**src/rtl/fdiv_monitor_if.sv**
```systemverilog
// fdiv_monitor_if: groups the control inputs and measurement outputs of the
// divided-clock monitor.
//   en, div_in, err_clr      : driven by the environment (master side)
//   period, high_time        : last measured period / high time, CNT_W bits
//   period_valid, locked, err: status from the monitor (slave side)
interface fdiv_monitor_if #(
  parameter int CNT_W = 8
) ();
  logic             en;
  logic             div_in;
  logic             err_clr;
  logic [CNT_W-1:0] period;
  logic [CNT_W-1:0] high_time;
  logic             period_valid;
  logic             locked;
  logic             err;

  modport master (
    output en, div_in, err_clr,
    input  period, high_time, period_valid, locked, err
  );

  modport slave (
    input  en, div_in, err_clr,
    output period, high_time, period_valid, locked, err
  );
endinterface

```
**src/rtl/fdiv_monitor.sv**
```systemverilog
// fdiv_monitor: receive-side checker for a clock divider. The divided clock
// div_in is sampled as data in the fin domain; each period and its high time
// are measured in fin cycles, lock is declared after LOCK_CNT consecutive
// matching periods, and ratio/duty/stuck-clock faults raise a sticky err.
// Ports:
//   fin  : system clock, all logic on its rising edge
//   rst  : asynchronous reset, active-low
//   bus  : fdiv_monitor_if.slave (en, div_in, err_clr in;
//          period, high_time, period_valid, locked, err out, all registered)
module fdiv_monitor #(
  parameter int DIV_RATIO  = 4,
  parameter int CNT_W      = 8,
  parameter int LOCK_CNT   = 3,
  parameter int CHECK_DUTY = 1
) (
  input logic          fin,
  input logic          rst,
  fdiv_monitor_if.slave bus
);

  localparam logic [CNT_W-1:0] CNT_MAX = {CNT_W{1'b1}};
  localparam logic [CNT_W-1:0] RATIO   = CNT_W'(DIV_RATIO);
  localparam logic [CNT_W-1:0] HALF_LO = CNT_W'(DIV_RATIO / 2);
  localparam logic [CNT_W-1:0] HALF_HI = CNT_W'((DIV_RATIO + 1) / 2);
  localparam int               MW      = (LOCK_CNT < 1) ? 1 : $clog2(LOCK_CNT + 1);
  localparam logic [MW-1:0]    LOCK_TGT = MW'(LOCK_CNT);

  typedef enum logic [1:0] {
    IDLE   = 2'd0,
    ARM    = 2'd1,
    MEAS   = 2'd2,
    LOCKED = 2'd3
  } state_t;

  // Saturating add of a single bit; the counter never wraps past all-ones.
  function automatic logic [CNT_W-1:0] sat_add(input logic [CNT_W-1:0] a,
                                               input logic             b);
    logic [CNT_W-1:0] r;
    if (a == CNT_MAX) begin
      r = CNT_MAX;
    end else begin
      r = a + CNT_W'(b);
    end
    return r;
  endfunction

  // A period matches on exact ratio; the duty check accepts either rounding
  // of half the ratio so odd ratios are handled.
  function automatic logic period_ok(input logic [CNT_W-1:0] per,
                                     input logic [CNT_W-1:0] hi);
    logic duty_ok;
    duty_ok = (hi == HALF_LO) || (hi == HALF_HI);
    return (per == RATIO) && ((CHECK_DUTY == 0) || duty_ok);
  endfunction

  state_t           state_r;
  logic             div_q_r;
  logic [CNT_W-1:0] cnt_r;
  logic [CNT_W-1:0] hcnt_r;
  logic [MW-1:0]    match_cnt_r;
  logic [CNT_W-1:0] period_r;
  logic [CNT_W-1:0] high_time_r;
  logic             period_valid_r;
  logic             locked_r;
  logic             err_r;

  logic             rise_s;
  logic             active_s;
  logic             meas_s;
  logic             timeout_s;
  logic             match_s;
  logic             err_set_s;
  logic [MW-1:0]    match_inc_s;

  // The running counters are evaluated at the rise, so they hold exactly the
  // period being closed out on this edge.
  assign rise_s      = bus.div_in & ~div_q_r;
  assign active_s    = (state_r == MEAS) || (state_r == LOCKED);
  assign meas_s      = bus.en & active_s & rise_s;
  assign timeout_s   = bus.en & active_s & ~rise_s & (cnt_r == CNT_MAX);
  assign match_s     = period_ok(cnt_r, hcnt_r);
  assign match_inc_s = match_cnt_r + MW'(1);
  // Only lock loss and a stuck clock are errors; mismatches while still
  // acquiring lock just restart the match count.
  assign err_set_s   = timeout_s | (meas_s & (state_r == LOCKED) & ~match_s);

  // Measurement FSM, counters, sticky error and registered outputs.
  always_ff @(posedge fin or negedge rst) begin
    if (!rst) begin
      state_r        <= IDLE;
      div_q_r        <= 1'b0;
      cnt_r          <= {CNT_W{1'b0}};
      hcnt_r         <= {CNT_W{1'b0}};
      match_cnt_r    <= {MW{1'b0}};
      period_r       <= {CNT_W{1'b0}};
      high_time_r    <= {CNT_W{1'b0}};
      period_valid_r <= 1'b0;
      locked_r       <= 1'b0;
      err_r          <= 1'b0;
    end else begin
      div_q_r        <= bus.div_in;
      period_valid_r <= 1'b0;

      // A new error in the same cycle as err_clr keeps err set.
      if (err_set_s) begin
        err_r <= 1'b1;
      end else if (bus.err_clr) begin
        err_r <= 1'b0;
      end else begin
        err_r <= err_r;
      end

      if (!bus.en) begin
        state_r     <= IDLE;
        locked_r    <= 1'b0;
        match_cnt_r <= {MW{1'b0}};
        cnt_r       <= {CNT_W{1'b0}};
        hcnt_r      <= {CNT_W{1'b0}};
      end else begin
        case (state_r)
          IDLE: begin
            cnt_r       <= {CNT_W{1'b0}};
            hcnt_r      <= {CNT_W{1'b0}};
            locked_r    <= 1'b0;
            match_cnt_r <= {MW{1'b0}};
            state_r     <= ARM;
          end

          ARM: begin
            // The arming rise only starts the count; it closes no period.
            if (rise_s) begin
              cnt_r   <= CNT_W'(1);
              hcnt_r  <= CNT_W'(1);
              state_r <= MEAS;
            end else begin
              cnt_r   <= {CNT_W{1'b0}};
              hcnt_r  <= {CNT_W{1'b0}};
              state_r <= ARM;
            end
          end

          MEAS, LOCKED: begin
            if (rise_s) begin
              period_r       <= cnt_r;
              high_time_r    <= hcnt_r;
              period_valid_r <= 1'b1;
              cnt_r          <= CNT_W'(1);
              hcnt_r         <= CNT_W'(1);
              if (match_s) begin
                if (state_r == MEAS) begin
                  match_cnt_r <= match_inc_s;
                  if (match_inc_s == LOCK_TGT) begin
                    state_r  <= LOCKED;
                    locked_r <= 1'b1;
                  end else begin
                    state_r <= MEAS;
                  end
                end else begin
                  state_r <= LOCKED;
                end
              end else begin
                match_cnt_r <= {MW{1'b0}};
                locked_r    <= 1'b0;
                state_r     <= MEAS;
              end
            end else if (cnt_r == CNT_MAX) begin
              // Stuck div_in: drop lock and re-arm; keep the last measurement.
              locked_r    <= 1'b0;
              match_cnt_r <= {MW{1'b0}};
              cnt_r       <= {CNT_W{1'b0}};
              hcnt_r      <= {CNT_W{1'b0}};
              state_r     <= ARM;
            end else begin
              cnt_r  <= sat_add(cnt_r, 1'b1);
              hcnt_r <= sat_add(hcnt_r, bus.div_in);
            end
          end

          default: begin
            state_r     <= IDLE;
            locked_r    <= 1'b0;
            match_cnt_r <= {MW{1'b0}};
            cnt_r       <= {CNT_W{1'b0}};
            hcnt_r      <= {CNT_W{1'b0}};
          end
        endcase
      end
    end
  end

  assign bus.period       = period_r;
  assign bus.high_time    = high_time_r;
  assign bus.period_valid = period_valid_r;
  assign bus.locked       = locked_r;
  assign bus.err          = err_r;

endmodule

```
**src/flat_wrapper.sv**
```systemverilog
// flat-port wrapper written by rule: the top's interface ports become plain ports
module fdiv_monitor_flat 
#(
  parameter int DIV_RATIO  = 4,
  parameter int CNT_W      = 8,
  parameter int LOCK_CNT   = 3,
  parameter int CHECK_DUTY = 1
)
  (fin, rst, bus_en, bus_div_in, bus_err_clr, bus_period, bus_high_time, bus_period_valid, bus_locked, bus_err);
  fdiv_monitor_if #(.CNT_W(CNT_W)) bus_i ();
  input logic fin;
  input logic rst;
  input wire logic [$bits(bus_i.en)-1:0] bus_en;
  input wire logic [$bits(bus_i.div_in)-1:0] bus_div_in;
  input wire logic [$bits(bus_i.err_clr)-1:0] bus_err_clr;
  output wire logic [$bits(bus_i.period)-1:0] bus_period;
  output wire logic [$bits(bus_i.high_time)-1:0] bus_high_time;
  output wire logic [$bits(bus_i.period_valid)-1:0] bus_period_valid;
  output wire logic [$bits(bus_i.locked)-1:0] bus_locked;
  output wire logic [$bits(bus_i.err)-1:0] bus_err;
  assign bus_i.en = bus_en;
  assign bus_i.div_in = bus_div_in;
  assign bus_i.err_clr = bus_err_clr;
  assign bus_period = bus_i.period;
  assign bus_high_time = bus_i.high_time;
  assign bus_period_valid = bus_i.period_valid;
  assign bus_locked = bus_i.locked;
  assign bus_err = bus_i.err;
  fdiv_monitor #(.DIV_RATIO(DIV_RATIO), .CNT_W(CNT_W), .LOCK_CNT(LOCK_CNT), .CHECK_DUTY(CHECK_DUTY)) u_core (.fin(fin), .rst(rst), .bus(bus_i));
endmodule
```
**config.mk**
```make
export PLATFORM = sky130hd
export DESIGN_NAME = fdiv_monitor_flat
export DESIGN_NICKNAME = d
export VERILOG_FILES = /design/src/rtl/fdiv_monitor_if.sv /design/src/rtl/fdiv_monitor.sv /design/src/flat_wrapper.sv
export SDC_FILE = /design/constraint.sdc
export NUM_CORES = 1
export LEC_CHECK = 0
export ABC_AREA = 1
export CAP_MARGIN = 0
export CORE_ASPECT_RATIO = 1.5
export CORE_MARGIN = 4
export CORE_UTILIZATION = 55
export CTS_BUF_LIST = sky130_fd_sc_hd__clkbuf_16
export CTS_CLUSTER_SIZE = 40
export DETAILED_ROUTE_END_ITERATION = 16
export PLACE_DENSITY = 0.83
export SYNTH_ARGS = -nofsm -noshare
export SYNTH_HDL_FRONTEND = slang
export SYNTH_SLANG_ARGS = --single-unit
```
**constraint.sdc**
```tcl
create_clock -name fin -period 1.8 [get_ports fin]
set_clock_uncertainty 0.05 [all_clocks]
set_input_delay 0.27 -clock fin [delete_from_list [all_inputs] [get_ports fin]]
set_output_delay 0.27 -clock fin [all_outputs]
set_load 0.01 [all_outputs]
```
==> flow_summary.ini, run 1 <==
[cts]
post_cts_buffers = 0
numCtsBuffers = 5
ctsResizeCount = 0
clock_path_buffers = 2
clk_latency_ps = 280
cts.clk_slew.worst_paths_ps = 60
cts-root-buf = clkbuf_16
htreeDepth = 2
clock_sinks = 40
cts_tree = yes

[sta]
fin_crit_sh_pct = 90.59
postLayoutSetupSlackWorst_ps = 169.3
fin_crit_ps = 1631
hold_viol_final = 0
slew_headroom_pct = 73.36
fmax_mhz = 613.3
finalSetupViolCount = 0
tightest_slew_ps = 399.6
maxSlewViolCount = 0
rsz0062_at_grt = false

[die]
die_w_um = 56.77
io_pins = 24
dieHeight_um = 81.15
coreArea_um2 = 3416
design.die.area_um2 = 4606
placementRows = 26
initial_utilization_pct = 57.44

[setup_path]
reg2regPathDepth = 8
cp.required_ps = 1950
ff2ff_setup_slack_ps = 170
critPathLaunch = u_core.cnt_r[0]$_DFF_PN0_
reg2reg_from = u_core.cnt_r[0]$_DFF_PN0_
setup.worst_path.end_class = flop
r2r_end = u_core.cnt_r[2]$_DFF_PN0_
crit_type = flop to flop
path_max_fanout = 4
cp-endpoint = u_core.cnt_r[2]$_DFF_PN0_
worst-endpoint-arrival_ps = 1790
start_kind = flop

[layout]
drive_gt1_share_pct = 10.04
seqCellArea_um2 = 1001
multiInputGateArea_um2 = 805.8
final_area_um2 = 2446
n_fill_cell = 240
fin_util_pct = 71.61
n_antenna_cell = 0
synthToLayoutAreaGrowth_pct = 24.68
layout.nets = 278

[synth]
synth.largest_area_cell = dfrtp_1
yosysTopAreaCellShare_pct = 51.02
synthCells = 234
yosysWarnings = 0
syn_nets = 244
synthDistinctLibCells = 25
yosysSeqAreaShare_pct = 51.02
synth_area_per_cell_um2 = 8.384
yosys_register_bits = 40
synthTopCellsByArea = dfrtp_1, nand2_1, inv_1
syn-cell-area_um2 = 1962

[route]
highest_layer = met4
wl_met2_um = 2288
wirelength_met1_um = 1693
avgViaCountPerCell = 5.392
drc = 0
wl_per_cell_um = 13.95
antenna_left = 0
drt-initial-drc-count = 72
drtPass1Iterations = 4
wl_met3_um = 237
wl_um = 4337
vias = 1677

[global_routing]
grt_overflow = 0
grt_max_degree = 31
grt_use_total_pct = 22.40
grt_pass1_wl_um = 7776
antenna_found_initial = 0
grt_pass1_vias = 1734

[place]
routabilityCongestion = 0.8512
port_buffers = 23
dpl-instance-area_um2 = 2272
hpwlAfterDp_um = 3031
dp_slack_ps = -59.62

[run_status]
status = completed

[power]
powerDensity_nw_per_um2 = 819.9
p_leak_nw = 1.185
ir_drop_v = 0.0008179

[run]
cap_violations = 0

[min_path]
hold_path_class = input port to async pin
final cells by class:
class / instances / area share [%]
clock inverter: 3 / 1.586
multi-input combinational: 158 / 32.94
sequential: 40 / 40.92
timing repair buffer: 31 / 12.28
tap: 42 / 2.148
inverter: 32 / 5.013
clock buffer: 5 / 5.115
cell usage in the layout, fill, tap and decap left out, drive strengths merged:
cell type / synthesis / routed
or2: 1 / 1
o21ai: 22 / 22
inv: 32 / 33
clkdlybuf4s50: 0 / 22
nand2: 64 / 64
a31oi: 4 / 4
clkinv: 0 / 1
nor3: 4 / 4
nand3: 13 / 13
nor2: 32 / 32
buf: 4 / 8
bufinv: 0 / 1
clkbuf: 0 / 5
a21oi: 5 / 5
ha: 5 / 5
dfrtp: 40 / 40
o211ai: 1 / 1
nand4: 7 / 7
dlygate4sd3: 0 / 1
sequential cells by signal, summed over array words and instances, names as in the netlist:
name,cells
u_core.state_r,2
u_core.match_cnt_r,2
u_core.bus.locked,1
u_core.hcnt_r,8
u_core.bus.high_time,8
u_core.bus.err,1
u_core.bus.period_valid,1
u_core.cnt_r,8
u_core.bus.period,8
u_core.div_q_r,1
repair_timing:
item | in CTS | in global routing
hold endpoints to repair | 16 | 0
hold buffers | 1 | 0
setup endpoints to repair | 0 | 0
power breakdown:
part,internal [W],switching (W)
registers,0.000912,0.00000841
clock network,0.000645,0.000336
logic,0.0000401,0.0000634
Yosys cell counts, drive strengths merged:
cell     n
o211ai   1
a31oi    4
nor2    32
nand2   64
inv     32
nor3     4
a21oi    5
nand4    7
o21ai   22
buf      4
ha       5
nand3   13
dfrtp   40
or2      1
worst min path at each step:
stage | cells after the start | start | to | slack, ps
after global routing | 2 | rst | u_core.bus.period[5]$_DFFE_PN0P_ | 450
after CTS | 2 | rst | u_core.bus.err$_DFFE_PN0P_ | 410
after global placement | 1 | rst | u_core.bus.period[5]$_DFFE_PN0P_ | 170
final | 2 | rst | u_core.cnt_r[4]$_DFF_PN0_ | 400
after floorplan | 0 | rst | u_core.bus.err$_DFFE_PN0P_ | -80
after detailed placement | 1 | rst | u_core.bus.period[5]$_DFFE_PN0P_ | 170
per-layer routing:
metal	vias up	global-route usage, %
met5	-	0
li1	810	-
met2	68	41.78
met3	14	4.769
met1	785	23.73
met4	0	10.67
metrics by stage:
stage / hold slack, ps / instances / power, W / TNS [ps]
global route: 445.2 / 311 / 0.002071 / 0
detailed placement: 170.4 / 302 / 0.001039 / -59.62
finish: 396.5 / 311 / 0.002005 / 0
CTS: 409.4 / 311 / 0.002015 / 0
floorplan: -75.59 / 234 / 0.0009864 / 0
global placement: 171.6 / 302 / 0.001037 / -5.366
critical path, cell delays in order (launching register included):
cell and delay (ps):
dfrtp_1 420, ha_1 260, nand3_2 110, inv_1 60
nand2_1 140, nand2_1 120, inv_1 150, o21ai_0 110
a21oi_1 130
logic make-up after synthesis:
kind of cell,count (synthesis),synth area share (%)
adders and majority gates,5,3.189
and+or+nand+nor,121,28.76
DFF,40,51.02
buffers and inverters,36,7.908
AOI/OAI and AO/OA,32,9.120
No activity file was read; power rests on OpenSTA's default activity.
==> inputs of run 2 (changes only) <==
- SKIP_CTS_REPAIR_TIMING: default -> 1
==> results of run 2 <==
No change in the layout: final DEF, timing and power equal those of run 1.
Main changes from that run: wire length of the first global-routing pass 7776 um -> 7762 um; via count of the first global-routing pass 1734 -> 1731; overall routing resource usage 22.40% -> 22.37%; met1 usage 23.73% -> 23.63%
==> inputs of run 3 (changes only) <==
- PLACE_DENSITY: 0.83 -> 0.79
- TNS_END_PERCENT: default -> 30
==> flow_summary.ini, run 3 (same netlist as run 1, synthesis figures left out) <==
[power]
powerDensity_nw_per_um2 = 823.7
ir_drop_v = 0.0008183
p_leak_nw = 1.181

[route]
wl_per_cell_um = 12.77
drc = 0
antenna_left = 0
drt-initial-drc-count = 52
avgViaCountPerCell = 5.171
vias = 1603
wl_um = 3960
drtPass1Iterations = 4

[die]
io_pins = 24
dieHeight_um = 81.15
design.die.area_um2 = 4606
coreArea_um2 = 3416
die_w_um = 56.77
placementRows = 26
initial_utilization_pct = 57.44

[min_path]
hold_path_class = flop to flop

[sta]
maxSlewViolCount = 0
fin_crit_ps = 1577
slew_headroom_pct = 68.10
finalSetupViolCount = 0
postLayoutSetupSlackWorst_ps = 222.6
final.setup.tns_ps = 0
hold_viol_final = 0
fin_crit_sh_pct = 87.63
rsz0062_at_grt = false
tightest_slew_ps = 478.5
fmax_mhz = 634.0

[cts]
htreeDepth = 2
numCtsBuffers = 5
cts-root-buf = clkbuf_16
cts.clk_slew.worst_paths_ps = 60
clock_path_buffers = 2
cts_tree = yes
clk_latency_ps = 280
clock_sinks = 40

[layout]
mostFrequentLayoutCells = nand2_1, dfrtp_1, inv_1, nor2_1, clkdlybuf4s50_1
synthToLayoutAreaGrowth_pct = 24.30
finalNonFillerCells = 310
final_area_um2 = 2439
final_common_cell = nand2_1
layout.nets = 277
n_antenna_cell = 0
drive_gt1_share_pct = 9.701

[place]
dpl-instance-area_um2 = 2265
hpwlAfterDp_um = 3032
port_buffers = 23
routabilityCongestion = 0.8646
place_inst = 301
dp_slack_ps = -78.65

[global_routing]
grt_max_degree = 31
grt_overflow = 0
antenna_found_initial = 0
grt_pass1_vias = 1536
grt_pass1_wl_um = 6831
grt_use_total_pct = 19.61

[setup_path]
crit_type = flop to flop
path_max_fanout = 4
setup.worst_path.end_class = flop
worst-endpoint-arrival_ps = 1740
start_kind = flop
cp.required_ps = 1960

[run]
cap_violations = 0

[run_status]
status = completed
-- run 3: cell types whose count changed in the layout (fill, tap and decap cells not counted), sizes merged --
| cell | previous run | this run |
|---|---|---|
| buf | 8 | 7 |
-- run 3: worst paths after layout --
check | start | end | slack [ps] | depth (start not counted)
setup / recovery | u_core.cnt_r[0]$_DFF_PN0_ | u_core.cnt_r[2]$_DFF_PN0_ | 220 | 8
hold / removal | u_core.bus.period[2]$_DFFE_PN0P_ | u_core.bus.period[2]$_DFFE_PN0P_ | 420 | 2
setup reg to reg | u_core.cnt_r[0]$_DFF_PN0_ | u_core.cnt_r[2]$_DFF_PN0_ | 220 | 8
hold reg to reg | u_core.bus.period[2]$_DFFE_PN0P_ | u_core.bus.period[2]$_DFFE_PN0P_ | 420 | 2
max in group asynchronous | rst | u_core.hcnt_r[1]$_DFF_PN0_ | 800 | 3
min in group asynchronous | rst | u_core.bus.period[7]$_DFFE_PN0P_ | 430 | 2
-- run 3: critical path: stages (launching register included) --
cell and delay, ps:
dfrtp_1 420, ha_1 250, nand3_2 110, inv_1 60
nand2_1 140, nand2_1 120, inv_1 140, o21ai_0 100
a21oi_1 110
-- run 3: through the flow --
stage / hold WS, ps / power [W] / utilization [%]
floorplan: -75.59 / 0.0009864 / -
global route: 463.6 / 0.002079 / 71.39
finish: 421.5 / 0.002009 / 71.39
global placement: 196.8 / 0.001037 / 66.30
detailed placement: 204.8 / 0.001040 / 66.30
CTS: -97.78 / 0.002030 / 71.10
-- run 3: final cells by class --
type / instances / area (um2)
Inverter: 32 / 122.6
Clock inverter: 3 / 38.79
Tap cell: 42 / 52.55
Multi-Input combinational cell: 158 / 805.8
Clock buffer: 5 / 125.1
Timing Repair Buffer: 30 / 292.8
Fill cell: 290 / 977.2
Sequential cell: 40 / 1001
-- run 3: metal layers --
| layer | GRT usage, % | routed length, um | share of wire [%] | up-vias |
|---|---|---|---|---|
| met4 | 9.745 | 89 | 2.2 | 0 |
| met1 | 22.90 | 1667 | 42 | 749 |
| met5 | 0 | 0 | 0 | - |
| met3 | 4.452 | 158 | 4.0 | 10 |
| li1 | - | - | - | 815 |
| met2 | 33.80 | 2044 | 52 | 29 |
-- run 3: power by group --
group          total [W]  internal (W)  switching [W]
registers       0.000921      0.000912     0.00000886
clock network   0.000984      0.000646       0.000338
logic           0.000104     0.0000401      0.0000642
total            0.00201       0.00160       0.000411
